===== config.mk =====
export PLATFORM = sky130hd
export DESIGN_NAME = hc_mmio_initiator
export DESIGN_NICKNAME = d
export VERILOG_FILES = /design/src/rtl/hc_mmio_initiator.sv
export SDC_FILE = /design/constraint.sdc
export NUM_CORES = 1
export LEC_CHECK = 0
export ABC_AREA = 1
export CAP_MARGIN = 10
export CORE_MARGIN = 4
export CORE_UTILIZATION = 45
export DETAILED_ROUTE_END_ITERATION = 7
export PLACE_DENSITY = 0.77
export SLEW_MARGIN = 15
export SYNTH_ARGS = -nofsm -noshare
export SYNTH_HDL_FRONTEND = slang
export SYNTH_SLANG_ARGS = --single-unit

===== constraint.sdc =====
create_clock -name clk -period 2.85 [get_ports clk]
set_clock_uncertainty 0.15 [all_clocks]
set_input_delay 0.57 -clock clk [delete_from_list [all_inputs] [get_ports clk]]
set_output_delay 0.57 -clock clk [all_outputs]
set_load 0.005 [all_outputs]

===== src/rtl/hc_mmio_initiator.sv =====
`timescale 1ns/1ps
// Host-side MMIO CSR requester: issues single-cycle write/read pulses, tracks reads by tid,
// and completes them from a matching response or with a synthetic all-ones timeout completion.
module hc_mmio_initiator #(
   parameter int unsigned ADDR_W          = 16,
   parameter int unsigned TID_W           = 9,
   parameter int unsigned MAX_OUTSTANDING = 4,
   parameter int unsigned TIMEOUT_CYCLES  = 256
) (
   input  logic                                   clk,
   input  logic                                   reset,
   input  logic                                   cmd_valid,
   output logic                                   cmd_ready,
   input  logic                                   cmd_write,
   input  logic [ADDR_W-1:0]                      cmd_addr,
   input  logic [63:0]                            cmd_data,
   output logic                                   mmio_wr_valid,
   output logic                                   mmio_rd_valid,
   output logic [ADDR_W-1:0]                      mmio_addr,
   output logic [TID_W-1:0]                       mmio_tid,
   output logic [63:0]                            mmio_data,
   input  logic                                   rsp_valid,
   input  logic [TID_W-1:0]                       rsp_tid,
   input  logic [63:0]                            rsp_data,
   output logic                                   rd_valid,
   output logic [ADDR_W-1:0]                      rd_addr,
   output logic [63:0]                            rd_data,
   output logic                                   rd_timeout,
   output logic [$clog2(MAX_OUTSTANDING+1)-1:0]   outstanding,
   output logic                                   busy,
   output logic                                   err_unexpected
);

   localparam int unsigned CNT_W = $clog2(MAX_OUTSTANDING + 1);
   localparam int unsigned AGE_W = $clog2(TIMEOUT_CYCLES);
   localparam int unsigned IDX_W = (MAX_OUTSTANDING > 1) ? $clog2(MAX_OUTSTANDING) : 1;
   localparam logic [AGE_W-1:0] AGE_MAX = AGE_W'(TIMEOUT_CYCLES - 1);
   localparam logic [CNT_W-1:0] MAX_CNT = CNT_W'(MAX_OUTSTANDING);

   typedef struct packed {
      logic              valid;
      logic [TID_W-1:0]  tid;
      logic [ADDR_W-1:0] addr;
      logic [AGE_W-1:0]  age;
   } entry_t;

   entry_t             r_tbl [MAX_OUTSTANDING];
   logic [TID_W-1:0]   r_tid;
   logic [CNT_W-1:0]   r_outstanding;
   logic               r_cmd_ready;
   logic               r_mmio_wr_valid;
   logic               r_mmio_rd_valid;
   logic [ADDR_W-1:0]  r_mmio_addr;
   logic [TID_W-1:0]   r_mmio_tid;
   logic [63:0]        r_mmio_data;
   logic               r_rd_valid;
   logic [ADDR_W-1:0]  r_rd_addr;
   logic [63:0]        r_rd_data;
   logic               r_rd_timeout;
   logic               r_busy;
   logic               r_err;

   entry_t             w_tbl_nxt [MAX_OUTSTANDING];
   logic [TID_W-1:0]   w_tid_nxt;
   logic [CNT_W-1:0]   w_out_nxt;
   logic               w_cmd_ready_nxt;
   logic               w_mmio_wr_valid_nxt;
   logic               w_mmio_rd_valid_nxt;
   logic [ADDR_W-1:0]  w_mmio_addr_nxt;
   logic [TID_W-1:0]   w_mmio_tid_nxt;
   logic [63:0]        w_mmio_data_nxt;
   logic               w_rd_valid_nxt;
   logic [ADDR_W-1:0]  w_rd_addr_nxt;
   logic [63:0]        w_rd_data_nxt;
   logic               w_rd_timeout_nxt;
   logic               w_busy_nxt;
   logic               w_err_nxt;

   logic               w_match_hit;
   logic [IDX_W-1:0]   w_match_idx;
   logic               w_exp_hit;
   logic [IDX_W-1:0]   w_exp_idx;
   logic               w_free_hit;
   logic [IDX_W-1:0]   w_free_idx;
   logic               w_accept;
   logic               w_accept_rd;
   logic               w_cpl_fire;
   logic [IDX_W-1:0]   w_cpl_idx;

   assign w_accept    = cmd_valid & r_cmd_ready;
   assign w_accept_rd = w_accept & ~cmd_write & w_free_hit;
   // A matching response always wins the single completion slot over an expired entry
   assign w_cpl_fire  = w_match_hit | w_exp_hit;
   assign w_cpl_idx   = w_match_hit ? w_match_idx : w_exp_idx;

   // Lowest-index search for response match, expired entry and free entry
   always_comb begin
      w_match_hit = 1'b0;
      w_match_idx = '0;
      w_exp_hit   = 1'b0;
      w_exp_idx   = '0;
      w_free_hit  = 1'b0;
      w_free_idx  = '0;
      for (int i = 0; i < int'(MAX_OUTSTANDING); i++) begin
         if (!w_match_hit && rsp_valid && r_tbl[i].valid && (r_tbl[i].tid == rsp_tid)) begin
            w_match_hit = 1'b1;
            w_match_idx = IDX_W'(i);
         end
         if (!w_exp_hit && r_tbl[i].valid && (r_tbl[i].age == AGE_MAX)) begin
            w_exp_hit = 1'b1;
            w_exp_idx = IDX_W'(i);
         end
         if (!w_free_hit && !r_tbl[i].valid) begin
            w_free_hit = 1'b1;
            w_free_idx = IDX_W'(i);
         end
      end
   end

   // Next-state for tracking table, request pulses and completions
   always_comb begin
      w_tbl_nxt           = r_tbl;
      w_tid_nxt           = r_tid;
      w_mmio_wr_valid_nxt = w_accept & cmd_write;
      w_mmio_rd_valid_nxt = w_accept_rd;
      w_mmio_addr_nxt     = r_mmio_addr;
      w_mmio_tid_nxt      = r_mmio_tid;
      w_mmio_data_nxt     = r_mmio_data;
      w_rd_valid_nxt      = w_cpl_fire;
      w_rd_timeout_nxt    = w_cpl_fire & ~w_match_hit;
      w_rd_addr_nxt       = r_rd_addr;
      w_rd_data_nxt       = r_rd_data;
      w_err_nxt           = r_err | (rsp_valid & ~w_match_hit);
      w_out_nxt           = r_outstanding + CNT_W'(w_accept_rd) - CNT_W'(w_cpl_fire);
      w_cmd_ready_nxt     = (w_out_nxt < MAX_CNT);
      w_busy_nxt          = (w_out_nxt != '0) | w_accept;

      // Ages saturate so a deferred expired entry stays expired until it gets the slot
      for (int i = 0; i < int'(MAX_OUTSTANDING); i++) begin
         if (r_tbl[i].valid && (r_tbl[i].age != AGE_MAX)) begin
            w_tbl_nxt[i].age = r_tbl[i].age + AGE_W'(1);
         end
      end

      if (w_accept) begin
         w_tid_nxt       = r_tid + TID_W'(1);
         w_mmio_addr_nxt = cmd_addr;
         w_mmio_tid_nxt  = r_tid;
         w_mmio_data_nxt = cmd_write ? cmd_data : 64'd0;
      end

      if (w_cpl_fire) begin
         w_tbl_nxt[w_cpl_idx].valid = 1'b0;
         w_rd_addr_nxt              = r_tbl[w_cpl_idx].addr;
         w_rd_data_nxt              = w_match_hit ? rsp_data : {64{1'b1}};
      end

      // Freed entry is still valid this cycle, so the allocated slot is always distinct
      if (w_accept_rd) begin
         w_tbl_nxt[w_free_idx].valid = 1'b1;
         w_tbl_nxt[w_free_idx].tid   = r_tid;
         w_tbl_nxt[w_free_idx].addr  = cmd_addr;
         w_tbl_nxt[w_free_idx].age   = '0;
      end
   end

   always_ff @(posedge clk or negedge reset) begin
      if (!reset) begin
         for (int i = 0; i < int'(MAX_OUTSTANDING); i++) begin
            r_tbl[i] <= '0;
         end
         r_tid           <= '0;
         r_outstanding   <= '0;
         r_cmd_ready     <= 1'b0;
         r_mmio_wr_valid <= 1'b0;
         r_mmio_rd_valid <= 1'b0;
         r_mmio_addr     <= '0;
         r_mmio_tid      <= '0;
         r_mmio_data     <= '0;
         r_rd_valid      <= 1'b0;
         r_rd_addr       <= '0;
         r_rd_data       <= '0;
         r_rd_timeout    <= 1'b0;
         r_busy          <= 1'b0;
         r_err           <= 1'b0;
      end else begin
         r_tbl           <= w_tbl_nxt;
         r_tid           <= w_tid_nxt;
         r_outstanding   <= w_out_nxt;
         r_cmd_ready     <= w_cmd_ready_nxt;
         r_mmio_wr_valid <= w_mmio_wr_valid_nxt;
         r_mmio_rd_valid <= w_mmio_rd_valid_nxt;
         r_mmio_addr     <= w_mmio_addr_nxt;
         r_mmio_tid      <= w_mmio_tid_nxt;
         r_mmio_data     <= w_mmio_data_nxt;
         r_rd_valid      <= w_rd_valid_nxt;
         r_rd_addr       <= w_rd_addr_nxt;
         r_rd_data       <= w_rd_data_nxt;
         r_rd_timeout    <= w_rd_timeout_nxt;
         r_busy          <= w_busy_nxt;
         r_err           <= w_err_nxt;
      end
   end

   assign cmd_ready      = r_cmd_ready;
   assign mmio_wr_valid  = r_mmio_wr_valid;
   assign mmio_rd_valid  = r_mmio_rd_valid;
   assign mmio_addr      = r_mmio_addr;
   assign mmio_tid       = r_mmio_tid;
   assign mmio_data      = r_mmio_data;
   assign rd_valid       = r_rd_valid;
   assign rd_addr        = r_rd_addr;
   assign rd_data        = r_rd_data;
   assign rd_timeout     = r_rd_timeout;
   assign outstanding    = r_outstanding;
   assign busy           = r_busy;
   assign err_unexpected = r_err;

endmodule

==> flow_summary.ini, run 1 <==
[grt]
grt_pass1_wl_um = 63000
grt_overflow_total = 0
grt_pass1_vias = 11900
antenna_found_initial = 1
grt_start_max_net_pins = 66
groute.usage.overall = 0.231

[floorplanning]
dieArea_mm2 = 0.0336
die_w_um = 183
floorplan.initialDensity = 0.461
rows = 63
io_pins = 337
core_area_mm2 = 0.0300
die_height_um = 183

[setup_path]
ff2ff_path_depth = 16
crit_type = reg2reg
worstPathRequired_ns = 3.10
crit_chain = ha_2, inv_2, nor2_4, nand3_2, nand3_2, nor2_2, buf_4, nand3_4, ha_4, inv_2, ha_2, inv_1, fa_2, xor2_1, xor2_1, buf_4
end_kind = register
rrSetupSlack_ns = 0.09
path_buf_inv = 5
worstSetupStartpointType = register
cp_max_fo = 3
crit_slowest_cell = dfrtp_1
arrival_ns = 3.01
slowest_delay_ns = 0.38
critPathTopFamily = adder cells
crit_cells = 16

[detailed_routing]
drc = 0
vias_per_cell = 5.10
routed_wl_um = 39200
drt-initial-drc-count = 719
drt_pass1_iterations = 5
postRouteAntennaNets = 0
wl_per_cell_um = 17.2
route.vias.total = 11700

[logic_synthesis]
synth_cells = 1513
ys_types = 39
synth-main-ff-cell = dfrtp_1
syn_area_mm2 = 0.0138
postSynthAreaPerCell_um2 = 9.13
ys_seq_area_frac = 0.587
synth_top_area_frac = 0.587
ys_warn_count = 0
async_reset_ff_frac = 1.00
synthTopCellsByArea = dfrtp_1 59%, nand2_1 8.4%, nor2_1 6.2%
synth-edff-count = 0
synth_seq_cells = 324
syn_nets = 1679
synth_top_area_cell = dfrtp_1

[clock_network]
path_clk_slew_ns = 0.07
cts_htree_levels = 2
clockBufferDepth = 3
clk_latency_ns = 0.52
cts.sinks = 324
cts_buffers = 36
tritoncts = yes
cts_root_buf = clkbuf_16

[timing]
worst_pin_slew_ns = 0.690
min_period_over_period = 0.969
hold_viol_final = 0
fin_crit_ns = 2.76
max_freq_ghz = 0.362
slew_viol_final = 0
fin_ws_ns = 0.0874
relSlewSlack = 0.540
finalSetupViolations = 0
fin_hold_ws_ns = 0.331

[finish]
drive_above_1_share = 0.102
final_nets = 2038
syn_to_final_growth_pct = 38.6
final_common_cell = clkdlybuf4s50_1
stdcell_area_mm2 = 0.0191
num_antenna_cells = 0
final_cell_mix = 325 x clkdlybuf4s50_1, 323 x dfrtp_1, 307 x nand2_1, 223 x nor2_1, 143 x o21ai_0

[pwr]
p_leak_nw = 8.91
power.total_mw = 18.9
power_density_mw_per_mm2 = 990
vdd_ir_drop_max_mv = 0.543

[placed_design]
place_ws_ns = -0.634
place_congestion = 0.876
dp_hpwl_um = 28000
dpl-instance-area_mm2 = 0.0178
io_buffer_count = 336

[run]
drv_cap = 0

[worst_hold_path]
hold_class = reg2reg
whs_path_depth = 2

[outcome]
status = finished, final reports clean
[sequential cells by signal (all words and copies together) (netlist names), 3 cells and up]
register,flops
r_tbl,136
mmio_data,64
rd_data,64
mmio_addr,16
rd_addr,16
mmio_tid,9
r_tid,9
outstanding,3
[layout make-up]
class	count	area, µm²
fill	2399	10800
tap	390	488
clock buffer	48	1030
timing repair buffer	398	3930
inverter	135	512
multi-input combinational	977	4940
clock inverter	13	139
sequential	324	8110
[worst register-to-register path, cell delays in order (launching register included)]
cell	delay, ns
dfrtp_1	0.38
ha_2	0.21
inv_2	0.05
nor2_4	0.13
nand3_2	0.13
nand3_2	0.12
nor2_2	0.04
buf_4	0.13
nand3_4	0.09
ha_4	0.20
inv_2	0.04
ha_2	0.14
inv_1	0.04
fa_2	0.33
xor2_1	0.15
xor2_1	0.18
buf_4	0.14
[final timing paths]
path | startpoint | to
worst max register to register | r_tbl[68] | outstanding[2]
worst min-delay path | r_tbl[15] | r_tbl[15]
worst min register to register | r_tbl[15] | r_tbl[15]
min in group asynchronous | reset | rd_data[38]
max in group asynchronous | reset | r_tbl[121]
worst max-delay path | r_tbl[68] | outstanding[2]
[per-layer routing]
metal,routed length [µm],global-route usage,up-vias
met3,3490,0.0627,59
met5,0,0,-
li1,-,-,5606
met4,1090,0.0691,0
met2,18300,0.382,460
met1,16400,0.302,5531
[cells by family after synthesis]
family                     share of synthesized area
xor gates and xnor gates                      0.0133
DFF                                            0.587
buffers and inverters                         0.0633
adders and majority gates                    0.00779
AOI/OAI and AO/OA                              0.132
and+or+nand+nor                                0.197
[cells in the mapped netlist, types with 2 or more instances]
cell	count
inv_2	13
nor2_4	6
xor2_1	17
buf_1	6
nand4_1	13
nor2_1	230
nor2_2	3
clkbuf_1	47
nand3_2	18
ha_1	7
a21boi_0	11
o21ai_0	143
buf_6	3
a21oi_1	78
a22o_1	64
nand3_1	36
nand2_4	3
o21ai_1	6
nor3b_1	2
a31o_2	2
xnor2_1	4
nor3_1	16
buf_2	18
dfrtp_1	324
inv_1	121
nand2_1	309
[timing repair]
| action | in CTS | in global routing |
|---|---|---|
| pin swaps | 1 | 2 |
| hold endpoints to repair | 55 | 0 |
| gates cloned | 0 | 0 |
| hold buffers | 1 | 0 |
| buffers inserted | 2 | 6 |
| endpoints found under the setup margin | 2 | 5 |
| resized for setup | 7 | 23 |
[report_power, final]
part	leakage, nW	internal (mW)	switching [mW]
Sequential	3.88	6.60	1.38
Clock	0.572	2.72	1.83
Combinational	4.46	3.54	2.87
Total	8.91	12.9	6.08
[metrics by stage]
| step | cells | utilization | TNS, ns |
|---|---|---|---|
| 2_1_floorplan | 1513 | - | -0.0113 |
| 3_3_place_gp | 2215 | 0.596 | -22.25 |
| 3_5_place_dp | 2215 | 0.596 | -27.00 |
| 4_1_cts | 2279 | 0.636 | 0 |
| 5_1_grt | 2285 | 0.639 | -0.172 |
| 6_report | 2285 | 0.639 | 0 |
Power figures use the tool's default switching activity.
==> run 2: changes to the inputs <==
Settings changed: CORE_UTILIZATION 45 to 54, PLACE_DENSITY 0.77 to 0.86.
Clock period 2.85 ns to 3.43 ns, I/O delays scaled along.
==> run 2 against run 1 <==
First-iteration DRC count increased by 51%; worst hold slack lost 0.0034 ns; core utilization rose by 11 points; combinational power is 17% lower; sequential power decreased by 17%; cell area shrank 1.9%; largest cell class unchanged; clock power is 18% lower.
==> flow_summary.ini, run 2 (synthesis results as in run 1) <==
[outcome]
status = finished, final reports clean

[grt]
antenna_found_initial = 1
grt_start_max_net_pins = 115
grt_pass1_vias = 12200
grt_pass1_wl_um = 64600
groute.usage.overall = 0.283
grt_overflow_total = 0

[detailed_routing]
drt-initial-drc-count = 1083
drc = 0
drt_pass1_iterations = 5
wl_met1_um = 15700
wl_met3_um = 3300
wl_per_cell_um = 18.2
routed_wl_um = 40200
route.met2.wl_um = 19600
vias_per_cell = 5.39
route.vias.total = 11900
top_layer = met4
postRouteAntennaNets = 0

[clock_network]
clk_latency_ns = 0.51
path_clk_slew_ns = 0.06
post_cts_buffers = 0
clockBufferDepth = 3
cts_root_buf = clkbuf_16
cts-resized-gates = 0
tritoncts = yes
hold_buffers = 1
cts.sinks = 324
cts_htree_levels = 2
cts_buffers = 34

[setup_path]
slowest_delay_ns = 0.57
worstPathRequired_ns = 3.66
cp-startpoint = rsp_tid[5]
cp_max_fo = 5
end_kind = register
crit_type = in2reg
crit_chain = clkdlybuf4s50_1, inv_2, nand2_1, nand2_1, nor2_1, nand3_1, nor2_1, nor2_4, nand3_2, ha_1, inv_1, ha_1, inv_1, fa_1, inv_1, nor3_1, nand2_1
path_buf_inv = 5
crit_slowest_cell = clkdlybuf4s50_1
worstSetupStartpointType = input port
rr_startpoint = r_tbl[68]
arrival_ns = 3.37
critPathTopFamily = simple AND/OR/NAND/NOR gates

[timing]
grt_setup_unrepaired = false
finalSetupViolations = 0
slew_viol_final = 0
fin_hold_ws_ns = 0.327
fin_ws_ns = 0.286
worst_pin_slew_ns = 1.10
fin_tns_setup_ns = 0
hold_viol_final = 0
fin_crit_ns = 3.14
max_freq_ghz = 0.318
relSlewSlack = 0.264
min_period_over_period = 0.917

[floorplanning]
rows = 58
core_area_mm2 = 0.0252
dieArea_mm2 = 0.0282
die_w_um = 168
floorplan.initialDensity = 0.549
io_pins = 337
die_height_um = 168

[placed_design]
dp_hpwl_um = 27900
place_ws_ns = -0.206
place_congestion = 0.887
io_buffer_count = 336
dpl-instance-area_mm2 = 0.0176

[finish]
final_cell_mix = 335 x clkdlybuf4s50_1, 324 x dfrtp_1, 308 x nand2_1, 229 x nor2_1, 143 x o21ai_0
final_nets = 2020
largest_register_ffs = 136
stdcell_area_mm2 = 0.0188
drive_above_1_share = 0.0805
final_common_cell = clkdlybuf4s50_1
n_fill_cell = 1726
regMostFlops = r_tbl
syn_to_final_growth_pct = 36.0

[worst_hold_path]
holdCritStartpoint = err_unexpected
hold_class = reg2reg

[pwr]
vdd_ir_drop_max_mv = 0.553
power_density_mw_per_mm2 = 835
p_leak_nw = 8.76

[run]
drv_cap = 0
==> run 2: final cells by class <==
cell class	count	area (µm²)	area share
diodes	1	2.50	0.000133
clock buffers	46	1010	0.0536
clock inverters	11	136	0.00726
inverters	135	509	0.0271
multi-input cells	977	4850	0.258
flip-flops and latches	324	8110	0.431
well taps	330	413	0.0220
repair buffers	382	3770	0.200
==> run 2: stage by stage <==
step                power [mW]  utilization  std cells
floorplan                 8.82            -       1513
global placement          11.7        0.700       2147
detailed placement        11.9        0.700       2147
CTS                       15.8        0.746       2205
global route              16.7        0.746       2206
finish                    15.7        0.746       2206
==> run 2: per-layer routing <==
metal / vias up / global-route usage
li1: 5575 / -
met1: 5702 / 0.361
met2: 525 / 0.475
met3: 99 / 0.0693
met4: 0 / 0.0988
met5: - / 0
==> run 2: power by group <==
group | internal, mW | total [mW] | switching [mW] | leakage (nW)
registers | 5.48 | 6.64 | 1.16 | 3.88
logic | 2.85 | 5.29 | 2.45 | 4.32
clock network | 2.28 | 3.75 | 1.47 | 0.569
total | 10.6 | 15.7 | 5.08 | 8.76
==> run 2: path summary, 6_finish.rpt <==
kind | endpoint | slack [ns] | cells past startpoint
max | busy | 0.29 | 17
min | err_unexpected | 0.33 | 1
max reg2reg | busy | 0.42 | 15
min reg2reg | err_unexpected | 0.33 | 1
max in group asynchronous | mmio_data[47] | 1.69 | 3
min in group asynchronous | r_tbl[60] | 0.56 | 2
==> run 2: worst register-to-register path: cells and delay by family, from the launching register on <==
kind | cells | cell delay [ns]
adders and majority gates | 4 | 1.14
buffers and inverters | 4 | 0.22
DFF | 1 | 0.40
and+or+nand+nor | 7 | 0.96
